## src/rtl/viterbi_pkg.sv

```systemverilog
// rtl/viterbi_pkg.sv - shared constants, FSM states and trellis helpers for viterbi_decoder_p
package viterbi_pkg;
    localparam int K = 3;
    localparam logic [K-1:0] G0 = 3'b111;
    localparam logic [K-1:0] G1 = 3'b101;

    typedef enum logic [1:0] {IDLE, ACS, TRACE, DONE} state_t;

    // Encoder output {c0,c1} when input u is applied in trellis state s={u[t-1],u[t-2]}
    function automatic logic [1:0] branch_out(input logic [1:0] s, input logic u);
        logic [K-1:0] taps;
        taps = {u, s};
        return {^(taps & G0), ^(taps & G1)};
    endfunction

    function automatic logic [1:0] hamming2(input logic [1:0] a, input logic [1:0] b);
        logic [1:0] x;
        x = a ^ b;
        return {1'b0, x[1]} + {1'b0, x[0]};
    endfunction
endpackage

```

## src/rtl/vit_acs.sv

```systemverilog
// rtl/vit_acs.sv - saturating add-compare-select for one destination trellis state
module vit_acs #(
    parameter int MW = 4
) (
    input  logic [MW-1:0] metric0,
    input  logic [MW-1:0] metric1,
    input  logic [1:0]    branch0,
    input  logic [1:0]    branch1,
    output logic [MW-1:0] metric,
    output logic          decision
);
    logic [MW:0]   sum0;
    logic [MW:0]   sum1;
    logic [MW-1:0] sat0;
    logic [MW-1:0] sat1;

    assign sum0 = {1'b0, metric0} + {{(MW-1){1'b0}}, branch0};
    assign sum1 = {1'b0, metric1} + {{(MW-1){1'b0}}, branch1};
    assign sat0 = sum0[MW] ? '1 : sum0[MW-1:0];
    assign sat1 = sum1[MW] ? '1 : sum1[MW-1:0];

    // Ties resolve to predecessor b=0
    assign decision = (sat1 < sat0);
    assign metric   = decision ? sat1 : sat0;
endmodule

```

## src/rtl/viterbi_decoder_p.sv

```systemverilog
// rtl/viterbi_decoder_p.sv - variable-length hard-decision Viterbi decoder, rate 1/2 K=3
module viterbi_decoder_p
    import viterbi_pkg::*;
#(
    parameter int MAX_DBITS = 7,
    parameter int LEN_W     = $clog2(MAX_DBITS + 1),
    parameter int ERR_W     = $clog2(2 * MAX_DBITS + 1)
) (
    input  logic                   clk,
    input  logic                   rst,
    input  logic                   start,
    input  logic [LEN_W-1:0]       nbits,
    input  logic                   tail,
    input  logic [2*MAX_DBITS-1:0] rstring,
    output logic                   busy,
    output logic [MAX_DBITS-1:0]   dstring,
    output logic [ERR_W-1:0]       err_cnt,
    output logic                   done
);
    localparam int SW = 2 * MAX_DBITS;

    state_t               fsm, fsm_next;
    logic [LEN_W-1:0]     nb, step, nbits_clamped;
    logic                 tail_mode, primed;
    logic [SW-1:0]        rsh, rsh_init;
    logic [1:0]           rpair;
    logic [ERR_W-1:0]     metric [4];
    logic [ERR_W-1:0]     acs_metric [4];
    logic [3:0]           acs_dec;
    logic [3:0]           decision [MAX_DBITS];
    logic [1:0]           tb_state, best, start_sel;
    logic [MAX_DBITS-1:0] sreg, sreg_next;

    assign nbits_clamped = (int'(nbits) > MAX_DBITS) ? LEN_W'(MAX_DBITS) : nbits;
    // Left-justify the frame so each ACS step consumes the top pair
    assign rsh_init = rstring << (2 * (MAX_DBITS - int'(nbits_clamped)));
    assign rpair    = rsh[SW-1 -: 2];

    for (genvar g = 0; g < 4; g++) begin : g_acs
        localparam logic [1:0] NS = 2'(g);
        logic [1:0] bm0, bm1;
        assign bm0 = hamming2(branch_out({NS[0], 1'b0}, NS[1]), rpair);
        assign bm1 = hamming2(branch_out({NS[0], 1'b1}, NS[1]), rpair);
        vit_acs #(.MW(ERR_W)) u_acs (
            .metric0  (metric[{NS[0], 1'b0}]),
            .metric1  (metric[{NS[0], 1'b1}]),
            .branch0  (bm0),
            .branch1  (bm1),
            .metric   (acs_metric[g]),
            .decision (acs_dec[g])
        );
    end

    always_comb begin
        best = 2'd0;
        for (int i = 1; i < 4; i++)
            if (metric[i] < metric[best]) best = 2'(i);
        start_sel = tail_mode ? 2'd0 : best;
    end

    // Traceback visits the last step first; bit for step t lands at [nb-1-t]
    always_comb begin
        sreg_next = sreg;
        if (fsm == TRACE && primed && step != '0)
            sreg_next[nb - step] = tb_state[1];
    end

    always_comb begin
        fsm_next = fsm;
        busy     = 1'b0;
        done     = 1'b0;
        case (fsm)
            IDLE: if (start) fsm_next = (nbits_clamped == '0) ? TRACE : ACS;
            ACS: begin
                busy = 1'b1;
                if (step == nb - 1'b1) fsm_next = TRACE;
            end
            TRACE: begin
                busy = 1'b1;
                if (primed ? (step <= LEN_W'(1)) : (nb == '0)) fsm_next = DONE;
            end
            DONE: begin
                done     = 1'b1;
                fsm_next = IDLE;
            end
            default: fsm_next = IDLE;
        endcase
    end

    always_ff @(posedge clk or negedge rst) begin
        if (!rst) begin
            fsm       <= IDLE;
            nb        <= '0;
            step      <= '0;
            tail_mode <= 1'b0;
            primed    <= 1'b0;
            rsh       <= '0;
            tb_state  <= '0;
            sreg      <= '0;
            dstring   <= '0;
            err_cnt   <= '0;
            for (int i = 0; i < 4; i++) metric[i] <= '0;
            for (int i = 0; i < MAX_DBITS; i++) decision[i] <= '0;
        end else begin
            fsm  <= fsm_next;
            sreg <= sreg_next;
            case (fsm)
                IDLE: if (start) begin
                    nb        <= nbits_clamped;
                    tail_mode <= tail;
                    rsh       <= rsh_init;
                    step      <= '0;
                    primed    <= 1'b0;
                    sreg      <= '0;
                    metric[0] <= '0;
                    for (int i = 1; i < 4; i++) metric[i] <= '1;
                end
                ACS: begin
                    for (int i = 0; i < 4; i++) metric[i] <= acs_metric[i];
                    decision[step] <= acs_dec;
                    rsh  <= rsh << 2;
                    step <= step + 1'b1;
                end
                TRACE: begin
                    // First TRACE cycle only picks the start state from the final metrics
                    if (!primed) begin
                        primed   <= 1'b1;
                        step     <= nb;
                        tb_state <= start_sel;
                    end else if (step != '0) begin
                        tb_state <= {tb_state[0], decision[step - 1'b1][tb_state]};
                        step     <= step - 1'b1;
                    end
                end
                default: ;
            endcase
            if (fsm_next == DONE) begin
                dstring <= sreg_next;
                err_cnt <= metric[start_sel];
            end
        end
    end
endmodule

```

## config.mk

```make
export PLATFORM = sky130hd
export DESIGN_NAME = viterbi_decoder_p
export DESIGN_NICKNAME = d
export VERILOG_FILES = /design/src/rtl/viterbi_pkg.sv /design/src/rtl/vit_acs.sv /design/src/rtl/viterbi_decoder_p.sv
export SDC_FILE = /design/constraint.sdc
export NUM_CORES = 1
export LEC_CHECK = 0
export BUFFER_PORTS_ARGS = -buffer_cell sky130_fd_sc_hd__buf_2
export CAP_MARGIN = 20
export CELL_PAD_IN_SITES_DETAIL_PLACEMENT = 1
export CELL_PAD_IN_SITES_GLOBAL_PLACEMENT = 1
export CORE_UTILIZATION = 31
export CTS_CLUSTER_DIAMETER = 30
export DETAILED_ROUTE_END_ITERATION = 6
export PLACE_DENSITY_LB_ADDON = 0.2
export SYNTH_ARGS = -nofsm -noshare
export SYNTH_HDL_FRONTEND = slang
export SYNTH_SLANG_ARGS = --single-unit
```

## constraint.sdc

```tcl
create_clock -name clk -period 4.4 [get_ports clk]
set_clock_uncertainty 0.2 [all_clocks]
set_input_delay 0.22 -clock clk [delete_from_list [all_inputs] [get_ports clk]]
set_output_delay 0.22 -clock clk [all_outputs]
set_load 0.05 [all_outputs]
```

==> results of run 1 <==
[worst max-delay path, delay by kind of cell (launching register included)]
family	cells	cell delay (ns)
multiplexers	2	0.49
flip-flops	1	0.42
buffers and inverters	2	0.19
AND/OR/NAND/NOR	2	0.16
adder cells (fa/ha/maj)	3	0.75
AO/OA/AOI/OAI	10	1.94
[cells in the final DEF, fill, tap and decap left out, drive strengths merged, types with 4 or more instances in the layout]
master  instances
inv            46
a31oi           4
and2            5
nand2b         11
a21oi          44
nor2b           8
nor3           13
o22a            5
nor2           76
nand3          11
o211ai          5
buf            73
a211oi          6
mux4            5
nand2         102
dfrtp          88
fa              9
mux2i          37
a21o            8
o21ai          38
o31ai          11
ha             53
and3b           5
clkbuf         11
or3b            4
mux2           13
o22ai           9
nor3b           6
and3            5
xor2            4
o221ai          6
a221oi         11
[routing by layer]
layer / vias up / routed length [µm] / GRT usage (%) / share of wire, %
met4: 0 / 334 / 5.32 / 1.7
met5: - / 0 / 0 / 0
met1: 2744 / 8980 / 25.1 / 47
li1: 2618 / - / - / -
met3: 26 / 586 / 2.54 / 3.0
met2: 76 / 9390 / 32.5 / 49
[state kept, by name, summed over array words and instances (netlist names)]
register	flops
sreg	7
fsm	2
nb	3
dstring	7
metric	16
decision	28
tb_state	2
tail_mode	1
primed	1
rsh	14
err_cnt	4
step	3
[cell type report]
cell class | instances | area, µm²
repair buffers | 76 | 502
fillers | 2380 | 12800
multi-input cells | 545 | 3970
clock inverters | 5 | 40.0
well taps | 270 | 338
inverters | 45 | 169
flip-flops and latches | 88 | 2200
clock buffers | 11 | 243
[metrics by stage]
stage | cell area (µm²) | cells
after CTS | 7390 | 1036
after detailed placement | 6960 | 1008
after floorplan | 6390 | 709
after global placement | 6960 | 1008
after global routing | 7460 | 1040
final | 7460 | 1040
[timing repair]
action,in CTS,in global routing
hold buffers,3,0
pin swaps,10,7
gates resized for setup,12,9
buffers inserted,9,4
hold endpoints to repair,58,0
setup endpoints to repair,4,4
gates cloned,0,0
[cell families after synthesis]
kind of cell | Yosys count | share of synthesized area, %
compound gates | 167 | 18.0
xor+xnor | 6 | 0.940
fa+ha+maj | 62 | 13.2
flops | 88 | 34.5
buf+inv | 76 | 4.84
mux | 55 | 9.85
simple gates | 255 | 18.7
[worst max-delay path by stage]
stage	from	end	depth (start not counted)
3_3_place_gp	metric[14]	err_cnt[3]	21
2_1_floorplan	metric[13]	err_cnt[3]	18
6_report	metric[9]	err_cnt[3]	19
3_5_place_dp	metric[9]	err_cnt[3]	17
5_1_grt	metric[9]	err_cnt[3]	19
4_1_cts	metric[13]	err_cnt[1]	19
==> impl_summary.log, run 1 <==
[metrics] biggest fanout along the worst timing path: 7
[metrics] Clk Latency, worst-skew pair: around 0.35 ns
[metrics] ANT cells: 0
[metrics] clock-pin slew on the worst setup and hold paths: 0.07 ns
[metrics] most frequent cell on the critical path: sky130_fd_sc_hd__a21oi_4
[metrics] detailed placement HPWL: 14.5 mm
[metrics] top-level port count: 34
[metrics] Critical R2R Launch: metric[9]
[metrics] synthesized area: 6390 µm²
[metrics] largest stage delay on the critical path: 0.44 ns
[metrics] total global routing track utilization: 19.0%
[metrics] category of the critical setup timing path: reg -> reg
[metrics] via count of the first global-routing pass: 5886
[metrics] clk root buf: sky130_fd_sc_hd__clkbuf_16
[metrics] Post-synth EDFFs: 0
[metrics] Final Hold Slack: roughly 0.024 ns
[metrics] pin count of the biggest net entering global routing: 58
[metrics] series of cell instances along the critical path: ha_4 > a2111oi_4 > nor2_4 > mux2i_2 > ha_1 > a21oi_2 > o21ai_2 > a31oi_4 > buf_6 > inv_2 > nand2_1 > o21ai_1 > ha_2 > a21oi_4 > o211ai_1 > o31a_4 > a21oi_4 > mux2i_1 > o221ai_2
[metrics] post-route ant nets: 0
[metrics] drt first pass iters: 4
[metrics] top area cells in the synthesized netlist: sky130_fd_sc_hd__dfrtp_1 (34%), sky130_fd_sc_hd__ha_1 (10%), sky130_fd_sc_hd__nand2_1 (6.0%)
[metrics] depth of the CTS H-tree: 3
[metrics] Die X: 146 µm
[metrics] post-synthesis sequential element count: 88
[metrics] slowest stage cell on the critical path: sky130_fd_sc_hd__o31a_4
[metrics] grt ovf: 0
[metrics] final total negative setup slack: 0 ns
[metrics] Worst Path Required: roughly 4.4 ns
[metrics] placer's final routability congestion estimate: 0.863
[metrics] Yosys cell types: 70
[metrics] leading cell types by count after synthesis: sky130_fd_sc_hd__nand2_1 (102), sky130_fd_sc_hd__dfrtp_1 (88), sky130_fd_sc_hd__nor2_1 (76)
[metrics] syn avg cell area: 9.01 µm²
[metrics] register area share after synthesis: 34.5%
[metrics] count of yosys warnings during synthesis: 0
[metrics] slack of the critical path: 0.121 ns
[metrics] first-pass GRT wire length: 31.9 mm
[metrics] fmax: 0.234 GHz
[metrics] share of synthesized flip-flops with an asynchronous set or reset: 100%
[metrics] number of antenna violations at the first check in global routing: 0
[metrics] Core Util, Final: 36.9%
[metrics] layout cell share with drive strength beyond 1: 17.8%
[metrics] ys flop type: sky130_fd_sc_hd__dfrtp_1
[metrics] unrepaired setup endpoints after global routing: yes
[metrics] Max Cap Viol: 0
[metrics] slew at the pin with the worst max-slew slack: 0.881 ns
[metrics] Synth top area share: approximately a third
[metrics] Core ar.: 20200 µm²
[metrics] effective utilization at floorplan: 31.6%
[metrics] clock buffers created by TritonCTS: 9
[metrics] number of buffers added on ports: 33
[metrics] shortest period the worst path allows: 4.28 ns
[metrics] DRC errors left: 0
[metrics] Slew Viols, Final: 0
[metrics] sort of element at the end of the critical path: flip-flop
[metrics] FF-to-FF End: err_cnt[3]
[metrics] CTS tree: yes
[metrics] final net count: 848
[metrics] origin of the worst min-delay path: rstring[0]
[metrics] category of the worst setup path launch point: flip-flop
[metrics] initial DRC count: 216
[metrics] part of the cycle the worst path needs: 97.3%
[metrics] pre-CTS worst setup slack: -0.180 ns
[metrics] total setup violations reported at the end of the flow: 0
[metrics] net count after synthesis: 792
[metrics] reg2reg setup slack: 0.12 ns
[metrics] via density per instance: 5.25
[metrics] worst path arrival time: 4.29 ns
[metrics] per-cell routed wire length: ~19 µm
[metrics] length in cells of the worst reg-to-reg path: 19
[metrics] cell count after synthesis: 709
[metrics] clk sink count: 88
[metrics] result of the run: complete, no violations
[metrics] signed area change from the synthesized netlist to the final layout: 16.8%
[metrics] worst slew margin relative to its limit: between 40% and 50%
[metrics] worst hold path endpoint: rsh[0]
[metrics] most repeated cell in the gate-level netlist after synthesis: sky130_fd_sc_hd__nand2_1
[metrics] Clock Path Buffers: 2
[metrics] total via count in the routed design: approximately 5.5k
[metrics] hold path cells: 3
[metrics] full die area: about 21000 µm²
[metrics] number of rows in the core area: between 50 and 60
[metrics] WL final: just under 20 mm
[metrics] largest area contributor in the netlist: sky130_fd_sc_hd__dfrtp_1
[metrics] Die Height: 146 µm
[metrics] Hold Crit Class: in -> reg
[metrics] hold violation total from the final report: 0
Power of run 1 is left out: the tool's default activity adds up to more than one toggle a clock period on the data nets, which glitch-free logic cannot reach.
==> run 2: changes to the inputs <==
--- a/config.mk
+++ b/config.mk
@@ -10,6 +10,7 @@
 export CELL_PAD_IN_SITES_DETAIL_PLACEMENT = 1
 export CELL_PAD_IN_SITES_GLOBAL_PLACEMENT = 1
 export CORE_UTILIZATION = 31
+export CTS_BUF_LIST = sky130_fd_sc_hd__clkbuf_4 sky130_fd_sc_hd__clkbuf_8
 export CTS_CLUSTER_DIAMETER = 30
 export DETAILED_ROUTE_END_ITERATION = 6
 export PLACE_DENSITY_LB_ADDON = 0.2
==> run 2 against run 1 <==
Global-route usage fell by 0.061 points. Cell area decreased by 0.91%. Cell count increased by 0.29%. Worst hold slack improved by 0.013 ns. Register-to-register slack hardly changed. First-iteration DRC count unchanged. Critical path depth fell by 3. Die area unchanged. Utilization shrank 0.33 points. Non-clock buffer count is 3 higher. Worst setup slack gained 0.012 ns. Sequential share of layout area increased by 0.27 points.
==> impl_summary.log, run 2 (synthesis gave the netlist of run 1 again) <==
[metrics] result of the run: complete, no violations
[metrics] origin of the worst min-delay path: rstring[9]
[metrics] Clock Path Buffers: 2 (unchanged)
[metrics] pin count of the biggest net entering global routing: 58 (unchanged)
[metrics] grt ovf: 0 (unchanged)
[metrics] total global routing track utilization: 18.9% (-0.061 points)
[metrics] post-route ant nets: 0 (unchanged)
[metrics] Slew Viols, Final: 0 (unchanged)
[metrics] biggest fanout along the worst timing path: 7 (unchanged)
[metrics] start point of the critical path: metric[9]
[metrics] clock-pin slew on the worst setup and hold paths: 0.09 ns (+0.02 ns)
[metrics] pre-CTS worst setup slack: -0.180 ns (unchanged)
[metrics] unrepaired setup endpoints after global routing: yes
[metrics] register with the most flip-flops: decision
[metrics] FF-to-FF End: err_cnt[3]
[metrics] clk sink count: 88 (unchanged)
[metrics] length in cells of the worst reg-to-reg path: 16 (-3)
[metrics] final net count: 851 (+0.35%)
[metrics] routing usage on met2: 32.4% (-0.12 points)
[metrics] CTS tree: yes
[metrics] top-level port count: 34 (unchanged)
[metrics] full die area: 21200 µm² (unchanged)
[metrics] Layout Cell Area excl Fill: 7400 µm² (-0.91%)
[metrics] Die X: 146 µm (unchanged)
[metrics] drt first pass iters: 4 (unchanged)
[metrics] leading cell type in the layout, fill and taps excluded: sky130_fd_sc_hd__nand2_1
[metrics] layout cell share with drive strength beyond 1: 18.1% (+0.32 points)
[metrics] slew at the pin with the worst max-slew slack: 0.892 ns (+0.0119 ns)
[metrics] clock buffers created by TritonCTS: 9 (unchanged)
[metrics] total via count in the routed design: 5443 (-0.38%)
[metrics] Max Cap Viol: 0 (unchanged)
[metrics] first-pass GRT wire length: 31.8 mm (-0.32%)
[metrics] Top Usage Layer GRT: met2
[metrics] Critical R2R Launch: metric[9]
[metrics] largest stage delay on the critical path: 0.44 ns (about the same)
[metrics] slowest stage cell on the critical path: sky130_fd_sc_hd__o31a_4
[metrics] worst slew margin relative to its limit: 40.4% (-0.79 points)
[metrics] Final Hold Slack: 0.0370 ns (+0.0133 ns)
[metrics] number of rows in the core area: 52 (unchanged)
[metrics] clk root buf: sky130_fd_sc_hd__clkbuf_8
[metrics] worst path arrival time: 4.32 ns (+0.03 ns)
[metrics] per-cell routed wire length: 18.3 µm (-1.4%)
[metrics] Clk Latency, worst-skew pair: 0.38 ns (+0.03 ns)
[metrics] Hold Crit Class: in -> reg
[metrics] category of the critical setup timing path: reg -> reg
[metrics] detailed placement HPWL: 14.5 mm (unchanged)
[metrics] number of antenna violations at the first check in global routing: 0 (unchanged)
[metrics] total setup violations reported at the end of the flow: 0 (unchanged)
[metrics] part of the cycle the worst path needs: 97.0% (-0.28 points)
[metrics] DRC errors left: 0 (unchanged)
[metrics] reg2reg setup slack: 0.13 ns (about the same)
[metrics] Core ar.: 20200 µm² (unchanged)
[metrics] signed area change from the synthesized netlist to the final layout: 15.8%
[metrics] category of the worst setup path launch point: flip-flop
[metrics] Top Registers: decision: 28 flops, metric: 16 flops, rsh: 14 flops
[metrics] series of cell instances along the critical path: ha_4 > a2111oi_4 > nor2_4 > mux2i_2 > ha_1 > a21oi_2 > o21ai_2 > a31oi_4 > mux2_2 > ha_1 > nor2_1 > o211ai_1 > o31a_4 > a21oi_4 > mux2i_1 > o221ai_2
[metrics] fmax: 0.234 GHz (+0.29%)
[metrics] Core Util, Final: 36.6% (-0.33 points)
[metrics] fill count: 2392 (+0.50%)
[metrics] initial DRC count: 216 (unchanged)
[metrics] via count of the first global-routing pass: 5865 (-0.36%)
[metrics] hold violation total from the final report: 0 (unchanged)
[metrics] number of buffers added on ports: 33 (unchanged)
[metrics] depth of the CTS H-tree: 3 (unchanged)
[metrics] via density per instance: 5.22 (-0.67%)
[metrics] sort of element at the end of the critical path: flip-flop
[metrics] effective utilization at floorplan: 31.6% (unchanged)
[metrics] instance area after placement: 6960 µm² (unchanged)
[metrics] placer's final routability congestion estimate: 0.863 (unchanged)
[metrics] commonest cells after routing, fill and taps aside: sky130_fd_sc_hd__nand2_1 (102), sky130_fd_sc_hd__dfrtp_1 (88), sky130_fd_sc_hd__nor2_1 (74)
[metrics] met3 routing resource usage after global routing: 2.70% (+0.16 points)
[metrics] WL final: 19.1 mm (-1.2%)
[metrics] slack of the critical path: 0.133 ns (+0.0122 ns)
[metrics] ANT cells: 0 (unchanged)
[metrics] shortest period the worst path allows: 4.27 ns (-0.0122 ns)
[metrics] met1 demand-to-capacity share in global routing: 25.0% (-0.059 points)
[metrics] Worst Path Required: 4.45 ns (+0.04 ns)
[metrics] most frequent cell on the critical path: sky130_fd_sc_hd__ha_1
[metrics] Largest register FFs: 28 (unchanged)
[metrics] Die Height: 146 µm (unchanged)
[metrics] Critical path destination: err_cnt[3]
-- run 2: changes by cell type in the layout (fill, tap and decap cells not counted), sizes merged --
cell / delta
dlygate4sd3: +2
buf: +1
-- run 2: area by class of cell --
type | instances | area, µm² | area share [%]
Clock buffer | 11 | 145 | 1.96
Clock inverter | 5 | 40.0 | 0.541
Inverter | 45 | 169 | 2.28
Multi-Input combinational cell | 545 | 3970 | 53.7
Sequential cell | 88 | 2200 | 29.8
Tap cell | 270 | 338 | 4.57
Timing Repair Buffer | 79 | 529 | 7.16
-- run 2: critical path: cells and delay by family, from the launching register on --
kind / cells / cell delay, ns
adder cells (fa/ha/maj): 3 / 0.76
multiplexers: 3 / 0.85
AND/OR/NAND/NOR: 2 / 0.20
AO/OA/AOI/OAI: 8 / 1.68
flip-flops: 1 / 0.43
-- run 2: worst min path at each step --
stage	slack, ns	cells after the start	to
final	0.04	5	rsh[11]
after global routing	0.05	4	tail_mode
after CTS	0.04	5	rsh[11]
after detailed placement	0.17	1	decision[17]
after global placement	0.15	1	decision[21]
after floorplan	-0.28	0	decision[0]
-- run 2: metal layers --
metal	up-vias	wire, µm
li1	2618	-
met5	-	0
met4	0	294
met2	51	9190
met3	22	438
met1	2752	9140
-- run 2: what timing repair did --
action,CTS,global route
pin swaps,10,8
hold buffers,5,0
endpoints found under the setup margin,5,5
setup buffers,10,4
endpoints found under the hold margin,60,0
resized for setup,12,10
-- run 2: per-stage QoR --
step | instances | setup TNS, ns
global placement | 1008 | 0
finish | 1043 | 0
CTS | 1039 | 0
floorplan | 709 | 0
detailed placement | 1008 | -0.480
global route | 1043 | -0.0430
Power of run 2 is left out for the same reason.
